**src/rtl/ifetch_unit.sv**
```systemverilog
// ifetch_unit -- RV32 instruction-fetch stage.
//
// Holds the fetch PC, issues in-order word requests to instruction memory over
// a valid/ready port, and buffers returned words together with their PC in a
// small FIFO that serves as the IF/ID register. Decode back-pressures with
// stall_i; execute redirects the PC with redirect_i/redirect_pc_i, which
// discards every buffered word and every response still in flight.
//
// Optional feature macro: IFETCH_MISALIGN_TRAP_EN
//   defined   : a redirect target with nonzero bits [1:0] sets misalign_o
//               (sticky until rst) and stops all further requests.
//   undefined : misalign_o is tied 0 and the low target bits are cleared.
//
// Ports:
//   clk, rst         clock (rising edge), synchronous active-high reset
//   imem_req_*       request channel: valid/ready handshake, word address
//   imem_rsp_*       response channel: in-order instruction words
//   redirect_i/_pc_i PC redirect from execute
//   stall_i          decode not consuming this cycle
//   id_valid_o/id_pc_o/id_inst_o  presented instruction (NOP when invalid)
//   misalign_o       misaligned redirect flag (macro build only)

module ifetch_unit #(
  parameter int unsigned       XLEN       = 32,
  parameter logic [XLEN-1:0]   RESET_PC   = '0,
  parameter int unsigned       FIFO_DEPTH = 2
) (
  input  logic            clk,
  input  logic            rst,
  output logic            imem_req_valid,
  input  logic            imem_req_ready,
  output logic [XLEN-1:0] imem_req_addr,
  input  logic            imem_rsp_valid,
  input  logic [31:0]     imem_rsp_data,
  input  logic            redirect_i,
  input  logic [XLEN-1:0] redirect_pc_i,
  input  logic            stall_i,
  output logic            id_valid_o,
  output logic [XLEN-1:0] id_pc_o,
  output logic [31:0]     id_inst_o,
  output logic            misalign_o
);

  localparam int unsigned AW      = $clog2(FIFO_DEPTH);
  localparam int unsigned CW      = AW + 1;
  localparam logic [CW:0] DEPTH_S = FIFO_DEPTH[CW:0];
  localparam logic [31:0] NOP     = 32'h0000_0013;

  typedef enum logic [1:0] {
    BOOT,
    RUN,
    FLUSH
  } state_t;

  state_t          state;
  logic [XLEN-1:0] pc;
  logic [XLEN-1:0] rsp_pc;      // PC belonging to the next response to keep
  logic            req_valid;
  logic [XLEN-1:0] req_addr;
  logic [CW-1:0]   outstanding;
  logic [CW-1:0]   drop;
  logic [CW-1:0]   count;
  logic [AW-1:0]   rd_ptr;
  logic [AW-1:0]   wr_ptr;
  logic            misalign;

  logic [XLEN-1:0] fifo_pc   [FIFO_DEPTH];
  logic [31:0]     fifo_inst [FIFO_DEPTH];

  logic            accept;
  logic            push;
  logic            pop;
  logic            run_n;
  logic            mis_n;
  logic            req_valid_n;
  logic [XLEN-1:0] req_addr_n;
  logic [XLEN-1:0] redir_pc;
  logic [XLEN-1:0] pc_n;
  logic [CW-1:0]   out_n;
  logic [CW-1:0]   cnt_n;
  logic [CW-1:0]   drop_n;
  logic [CW:0]     sum_n;

  always_comb begin
    accept   = req_valid & imem_req_ready;
    push     = imem_rsp_valid & (state == RUN) & ~redirect_i;
    pop      = (count != '0) & ~stall_i & ~redirect_i;
    redir_pc = {redirect_pc_i[XLEN-1:2], 2'b00};

`ifdef IFETCH_MISALIGN_TRAP_EN
    mis_n = misalign | (redirect_i & (redirect_pc_i[1:0] != 2'b00));
`else
    mis_n = 1'b0;
`endif

    // A request accepted in the redirect cycle is still outstanding and
    // must be dropped; a response arriving in that cycle is discarded now.
    out_n = outstanding + CW'(accept) - CW'(imem_rsp_valid);
    cnt_n = redirect_i ? '0 : count + CW'(push) - CW'(pop);

    drop_n = drop;
    if (redirect_i)
      drop_n = out_n;
    else if ((state == FLUSH) && imem_rsp_valid && (drop != '0))
      drop_n = drop - CW'(1);

    pc_n = pc;
    if (redirect_i)
      pc_n = redir_pc;
    else if (accept)
      pc_n = pc + XLEN'(4);

    // BOOT and RUN never carry a drop count, so the next state is RUN
    // exactly when nothing remains to be discarded.
    run_n = (drop_n == '0);
    sum_n = {1'b0, out_n} + {1'b0, cnt_n};

    req_valid_n = 1'b0;
    req_addr_n  = req_addr;
    if (req_valid && !imem_req_ready && !redirect_i) begin
      req_valid_n = 1'b1;
    end else if (run_n && !mis_n && (sum_n < DEPTH_S)) begin
      req_valid_n = 1'b1;
      req_addr_n  = pc_n;
    end
  end

  always_ff @(posedge clk) begin
    if (rst) begin
      state       <= BOOT;
      pc          <= RESET_PC;
      rsp_pc      <= RESET_PC;
      req_valid   <= 1'b0;
      req_addr    <= RESET_PC;
      outstanding <= '0;
      drop        <= '0;
      count       <= '0;
      rd_ptr      <= '0;
      wr_ptr      <= '0;
      misalign    <= 1'b0;
    end else begin
      case (state)
        BOOT:    state <= RUN;
        RUN:     if (redirect_i && !run_n) state <= FLUSH;
        FLUSH:   if (run_n) state <= RUN;
        default: state <= BOOT;
      endcase

      pc          <= pc_n;
      req_valid   <= req_valid_n;
      req_addr    <= req_addr_n;
      outstanding <= out_n;
      drop        <= drop_n;
      count       <= cnt_n;
      misalign    <= mis_n;

      if (redirect_i)
        rsp_pc <= redir_pc;
      else if (push)
        rsp_pc <= rsp_pc + XLEN'(4);

      if (redirect_i) begin
        rd_ptr <= '0;
        wr_ptr <= '0;
      end else begin
        if (push) wr_ptr <= wr_ptr + AW'(1);
        if (pop)  rd_ptr <= rd_ptr + AW'(1);
      end

      // Buffer space is reserved when a request issues.
      if (push)
        assert (count != FIFO_DEPTH[CW-1:0]);
    end
  end

  always_ff @(posedge clk) begin
    if (push) begin
      fifo_pc[wr_ptr]   <= rsp_pc;
      fifo_inst[wr_ptr] <= imem_rsp_data;
    end
  end

  logic unused_lsb;
  assign unused_lsb = ^redirect_pc_i[1:0];

  assign imem_req_valid = req_valid;
  assign imem_req_addr  = req_addr;
  assign id_valid_o     = (count != '0);
  assign id_pc_o        = id_valid_o ? fifo_pc[rd_ptr] : '0;
  assign id_inst_o      = id_valid_o ? fifo_inst[rd_ptr] : NOP;
  assign misalign_o     = misalign;

endmodule

```
**config.mk**
```make
export PLATFORM = sky130hd
export DESIGN_NAME = ifetch_unit
export DESIGN_NICKNAME = d
export VERILOG_FILES = /design/src/rtl/ifetch_unit.sv
export SDC_FILE = /design/constraint.sdc
export NUM_CORES = 1
export LEC_CHECK = 0
export CORE_MARGIN = 4
export CORE_UTILIZATION = 45
export CTS_BUF_LIST = sky130_fd_sc_hd__clkbuf_16
export CTS_CLUSTER_SIZE = 30
export DETAILED_ROUTE_END_ITERATION = 10
export DONT_BUFFER_PORTS = 1
export GPL_TIMING_DRIVEN = 0
export PLACE_DENSITY = 0.68
export SETUP_SLACK_MARGIN = 0.5
export SYNTH_ARGS = -nofsm -noshare
export SYNTH_HDL_FRONTEND = slang
export SYNTH_SLANG_ARGS = --single-unit
export TNS_END_PERCENT = 20
```
**constraint.sdc**
```tcl
create_clock -name clk -period 5.4 [get_ports clk]
set_clock_uncertainty 0.05 [all_clocks]
set_input_delay 1.08 -clock clk [delete_from_list [all_inputs] [get_ports clk]]
set_output_delay 1.08 -clock clk [all_outputs]
set_load 0.005 [all_outputs]
```
# Yosys cells after proc, flatten, opt, wreduce, memory -nomap -nowiden
# Memories as Yosys holds them, arrays and structs flattened. A register that Yosys moved wholly into a read port is not among the register bits.
# Index checks and enable logic that the tools add are counted.
dict set report totals {
  register_bits 107
  ram_bits 128
  input_bits 70
  out_inout_bits 99
  wordCells 73
  mem_count 2
}
dict set report op_classes {
  addsub 10
  n_lt_le_gt_ge 1
  eq_ne 4
  muxes 20
  bitwise 8
  reduce_logical 17
}
# name words width read_ports rd_clocked_by_memory_dff wr line_no
set mem_list {}
lappend mem_list {fifo_inst 2 32 1 1 1 68} ;# logic [31:0] fifo_inst [FIFO_DEPTH];
lappend mem_list {fifo_pc 2 32 1 1 1 67} ;# logic [XLEN-1:0] fifo_pc [FIFO_DEPTH];
# cell n
set op_table {}
lappend op_table {{two-way mux 32 bit} 6}
lappend op_table {{adder 32 x 3 -> 32 bit (second input constant)} 2}
lappend op_table {{two-way mux 2 bit} 5}
lappend op_table {{two-way mux 1 bit} 8}
lappend op_table {{logical AND 1 bit} 6}
lappend op_table {{case mux 2 bit (3 select lines)} 1}
lappend op_table {{nonzero test 2 bit} 3}
lappend op_table {{bitwise AND 1 bit} 5}
lappend op_table {{adder 2 x 1 -> 2 bit} 2}
lappend op_table {{zero test 2 bit} 2}
lappend op_table {{AND reduction 2 bit} 2}
lappend op_table {{subtractor 2 x 1 -> 2 bit} 2}
lappend op_table {{adder 2 x 2 -> 3 bit} 1}
lappend op_table {{zero test 1 bit} 3}
lappend op_table {{less-than comparator 3 x 2 -> 1 bit (second input constant)} 1}
lappend op_table {{NOT 1 bit} 3}
lappend op_table {{adder 1 bit (second input constant)} 2}
lappend op_table {{equality test 2 x 1 -> 1 bit (second input constant)} 1}
lappend op_table {{equality test 2 bit (second input constant)} 1}
lappend op_table {{inequality test 2 x 1 -> 1 bit (second input constant)} 1}
lappend op_table {{inequality test 2 bit (second input constant)} 1}
lappend op_table {{OR reduction 2 bit} 1}
lappend op_table {{subtractor 2 x 1 -> 2 bit (second input constant)} 1}

# Longest topological paths before layout
dict set report logic_depth {
  word_depth 11
  depth_mapped 19
  depth_no_buf 13
}

# Least setup slack after synthesis
# OpenSTA, ideal clock, no wires.
dict set report synth_path {
  path_kind {input to register}
  startpoint {in redirect_i}
  endpoint {mem fifo_inst[0][0] (enable)}
  setup_ps 482
  arrival_time_ps 4914
  t_required_ps 4868
  path_slack_ps -46
  cell_stages 7
  n_path_buf 4
  path_cell_list {clkbuf_1 clkinv_1 clkbuf_1 clkbuf_1 clkbuf_1 nand2_1 nor2_1}
}
dict set report synth_via {
  elab_chain_cells 4
}
# element line_no
set synth_rtl {}
lappend synth_rtl {{start: declaration} 35} ;# input logic redirect_i,
lappend synth_rtl {{NOT 1 bit} 86} ;# push = imem_rsp_valid & (state == RUN) & ~redirect_i;
lappend synth_rtl {{bitwise AND 1 bit} 86}
lappend synth_rtl {{two-way mux 1 bit} 177} ;# if (push) begin
lappend synth_rtl {{two-way mux 1 bit (not written as such)} 179} ;# fifo_inst[wr_ptr] <= imem_rsp_data;
lappend synth_rtl {{end: declaration} 68}
# No other way between the ends.

# Worst setup path in the final report
dict set report layout_path {
  startpoint {in redirect_i}
  endpoint {reg req_addr[26], in the netlist imem_req_addr[26]}
}
dict set report layout_via {
  elab_chain_cells 9
  elab_cells_between_ends 16
  cone_classes {add/sub: 3; order compare: 1; mux: 3; bitwise: 4; reduce/logical: 5}
}
# element line_no
set layout_rtl {}
lappend layout_rtl {{NOT 1 bit} {86, 87}}
lappend layout_rtl {{bitwise AND 1 bit} 86}
lappend layout_rtl {{adder 2 x 1 -> 2 bit} 99} ;# cnt_n = redirect_i ? '0 : count + CW'(push) - CW'(pop);
lappend layout_rtl {{subtractor 2 x 1 -> 2 bit} 99}
lappend layout_rtl {{two-way mux 2 bit *} 99}
lappend layout_rtl {{named net cnt_n[1]} 80} ;# logic [CW-1:0] cnt_n;
lappend layout_rtl {{adder 2 x 2 -> 3 bit *} 116} ;# sum_n = {1'b0, out_n} + {1'b0, cnt_n};
lappend layout_rtl {{less-than comparator 3 x 2 -> 1 bit *} 122} ;# end else if (run_n && !mis_n && (sum_n < DEPTH_S)) begin
lappend layout_rtl {{logical AND 1 bit *} 122}
lappend layout_rtl {{AND reduction 2 bit (no line) *} --}
lappend layout_rtl {{end signal: assignment} 151} ;# req_addr <= req_addr_n;
lappend layout_rtl {{end: declaration} 59} ;# logic [XLEN-1:0] req_addr;
# Mark *: on every way through the listed nets, which the timed path passes. The rest lies on a longest branch.
# A chain may end at the register's enable or synchronous reset.

==> impl_metrics.env <==
export IMPL_initial_core_util_pct=46.1
export IMPL_drtIter0Drc=359
export IMPL_min_delay_start="pc[1]"
export IMPL_worstPathMaxFanout=10
export IMPL_yosys_area_share_simple_pct=13.2
export IMPL_layout_drive_gt1_share_pct=9.86
export IMPL_overflow=0
export IMPL_grt_busiest_layer="met2"
export IMPL_synth_top_family_by_area="simple AND/OR/NAND/NOR gates"
export IMPL_hold_class="flop to flop"
export IMPL_die_x_um=155
export IMPL_viasPerCell=5.51
export IMPL_cpMostUsedCell="clkbuf_4"
export IMPL_powerDensity_nw_per_um2=371
export IMPL_synth_area_leader_cell="edfxtp_1"
export IMPL_ys_seq_elements=230
export IMPL_synthTopCellsByArea="edfxtp_1 (38%), dfxtp_1 (22%), mux2i_1 (6.7%)"
export IMPL_synth_common_cells="edfxtp_1 (124), dfxtp_1 (106), nor2_1 (86), mux2i_1 (65), inv_1 (39)"
export IMPL_hold_viol_final=0
export IMPL_min_period_ps=4600
export IMPL_cts_root_buf="clkbuf_16"
export IMPL_criticalPathCategory="input port to flop"
export IMPL_cp_num_buf_inv=8
export IMPL_place_hpwl_um=15900
export IMPL_power_leakage_nw=3.78
export IMPL_antenna_found_initial=0
export IMPL_clock_fmax_mhz=217
export IMPL_synth_adder_area_share_pct=1.10
export IMPL_worstRegToRegCells=16
export IMPL_drt_wl_total_um=22000
export IMPL_setup_viol=0
export IMPL_antennaDiodeCount=0
export IMPL_grtUsageMet1_pct=23.6
export IMPL_cts_setup_buffers=0
export IMPL_clockBufferDepth=3
export IMPL_r2r_slack_ps=1510
export IMPL_status="finished, final reports clean"
export IMPL_synth_top_area_share_pct=38.1
export IMPL_fillers=1897
export IMPL_cts_made_buffers=25
export IMPL_path_clk_slew_ps=60
export IMPL_die_h_um=155
export IMPL_cts_hold_buf=0
export IMPL_clkLatencyLatePin_ps=510
export IMPL_post_place_ws_ps=-899
export IMPL_grt_setup_unrepaired="no"
export IMPL_syn_avg_cell_area_um2=11.8
export IMPL_tightest_slew_ps=1220
export IMPL_grtUsageTotal_pct=17.4
export IMPL_slowest_stage="fa_1"
export IMPL_drc_errors=0
export IMPL_drv_cap=0
export IMPL_ios=169
export IMPL_die_area_um2=24200
export IMPL_met3_usage_pct=5.73
export IMPL_yosys_cell_count_top_type="edfxtp_1"
export IMPL_post_route_util_pct=51.7
export IMPL_ir_drop_mv=0.288
export IMPL_min_to="pc[1]"
export IMPL_cts_max_level=1
export IMPL_coreArea_um2=21200
export IMPL_async_reset_ff_share_pct=0
export IMPL_critPathLaunchType="input port"
export IMPL_synth_main_ff_cell="edfxtp_1"
export IMPL_grt_pass1_vias=6072
export IMPL_final_nets=941
export IMPL_synth_distinct_cells=66
export IMPL_rr_endpoint="imem_req_addr[26]"
export IMPL_synth_yosys_seq_area_share_pct=59.8
export IMPL_crit_arrival_ps=4930
export IMPL_setup_ws_ps=802
export IMPL_syn_area_um2=9780
export IMPL_cp_data_required_time_ps=5730
export IMPL_numPortBuffers=0
export IMPL_holdWs_ps=411
export IMPL_muxShareOfSynthArea_pct=7.88
export IMPL_rows=53
export IMPL_synth_xor_xnor_area_share_pct=3.94
export IMPL_crit_path_cell_trace="clkbuf_2 > clkinv_2 > clkbuf_4 > clkbuf_4 > clkbuf_4 > nand2_1 > ha_1 > inv_1 > ha_1 > xor2_1 > xnor2_1 > nor2_1 > fa_1 > nor2_1 > nand2_1 > nor2_1 > clkbuf_4 > clkbuf_4 > o32ai_1"
export IMPL_ant_nets=0
export IMPL_hold_depth=1
export IMPL_cpLargestDelayFamily="buffers and inverters"
export IMPL_grt_first_pass_wirelength_um=33600
export IMPL_maxSlewHeadroom_pct=18.0
export IMPL_synthCells=832
export IMPL_r2r_start="state[0]"
export IMPL_gp_congestion=0.911
export IMPL_grt_met2_usage_pct=27.5
export IMPL_post_drt_wl_per_cell_um=19.0
export IMPL_synthToLayoutAreaGrowth_pct=12.2
export IMPL_drv_slew=0
export IMPL_slowest_delay_ps=480
export IMPL_num_vias=6379
export IMPL_firstDrtPassIters=5
export IMPL_synth_compound_area_share_pct=10.2
export IMPL_period_share_pct=85.1
export IMPL_synth_warnings=0
export IMPL_synth_edf_count=124
export IMPL_grt_max_degree=63
export IMPL_clock_sinks=230
export IMPL_cts_tree="built"
export IMPL_cp_end_kind="flop"
## area by class of cell
type	instances	area, µm²	share of cell area [%]
Timing Repair Buffer	2	47.5	0.433
Clock inverter	21	125	1.14
Buffer	46	249	2.27
Sequential cell	230	5850	53.3
Multi-Input combinational cell	518	3580	32.7
Tap cell	275	344	3.14
Inverter	40	151	1.38
Clock buffer	25	626	5.70
## where the power goes
part / leakage [nW] / internal, mW / switching [mW]
clock: 0.403 / 0.887 / 0.656
sequential: 2.01 / 1.99 / 0.112
combinational: 1.37 / 0.188 / 0.234
## sequential cells by signal, indices dropped and copies added, names as in the netlist, named ones only
| signal | count |
|---|---|
| drop | 2 |
| outstanding | 2 |
| imem_req_valid | 1 |
| rsp_pc | 30 |
| rd_ptr | 1 |
| wr_ptr | 1 |
| count | 2 |
| fifo_inst | 64 |
| fifo_pc | 60 |
| state | 2 |
| imem_req_addr | 32 |
| pc | 32 |
## metal layers
metal | routed length, µm | share of wire [%] | vias to the layer above
li1 | - | - | 3096
met1 | 9580 | 44 | 3013
met2 | 9780 | 44 | 244
met3 | 2270 | 10 | 26
met4 | 364 | 1.7 | 0
met5 | 0 | 0 | -
## kinds of logic after synthesis
family / Yosys count
compound gates: 138
simple gates: 250
fa+ha+maj: 8
flops: 230
other cells: 1
buf+inv: 86
mux: 75
xor+xnor: 44
## per-stage QoR
stage	power [mW]	setup TNS (ps)	cells	cell area, µm²
finish	4.07	0	1157	11000
detailed placement	2.55	-21470	1111	10200
CTS	4.11	0	1157	11000
global placement	2.54	-62670	1109	10100
global route	4.26	0	1157	11000
floorplan	2.42	0	834	9790
## worst max path at each step
| stage | start | to | slack [ps] | depth (start not counted) |
|---|---|---|---|---|
| floorplan | redirect_i | imem_req_addr[11] | 490 | 18 |
| global route | redirect_i | imem_req_addr[27] | 500 | 19 |
| CTS | redirect_i | imem_req_addr[14] | 500 | 18 |
| detailed placement | redirect_i | imem_req_addr[18] | -900 | 18 |
| global placement | redirect_i | imem_req_addr[16] | -850 | 18 |
| finish | redirect_i | imem_req_addr[26] | 800 | 19 |
## what timing repair did
item,in CTS,in global routing
endpoints found under the setup margin,32,27
gates resized for setup,8,12
endpoints found under the hold margin,0,0
## cell usage in the layout (no fill, tap or decap), types with 3 or more instances in the layout
cell	count
clkbuf_1	23
o21ai_0	5
clkinv_2	5
nor3_1	27
nor2b_1	15
nor2_1	85
nor4_1	13
and3_1	8
dfxtp_1	106
o21a_1	4
ha_1	7
nand3_1	17
or4_1	5
and2_1	4
mux2i_1	65
mux2_2	8
o21bai_1	4
a21boi_0	32
buf_4	6
inv_1	49
nand4_1	20
clkbuf_16	25
a31oi_1	3
conb_1	3
a211oi_1	7
o22a_1	17
o31a_1	15
a21o_1	3
clkbuf_2	5
xnor2_1	26
nand2b_1	3
edfxtp_1	124
and4_1	4
nand2_1	28
xor2_1	18
clkbuf_4	5
a21oi_1	33
buf_1	3
a31o_2	3
or3_1	3
(Power assumes the default switching activity.)
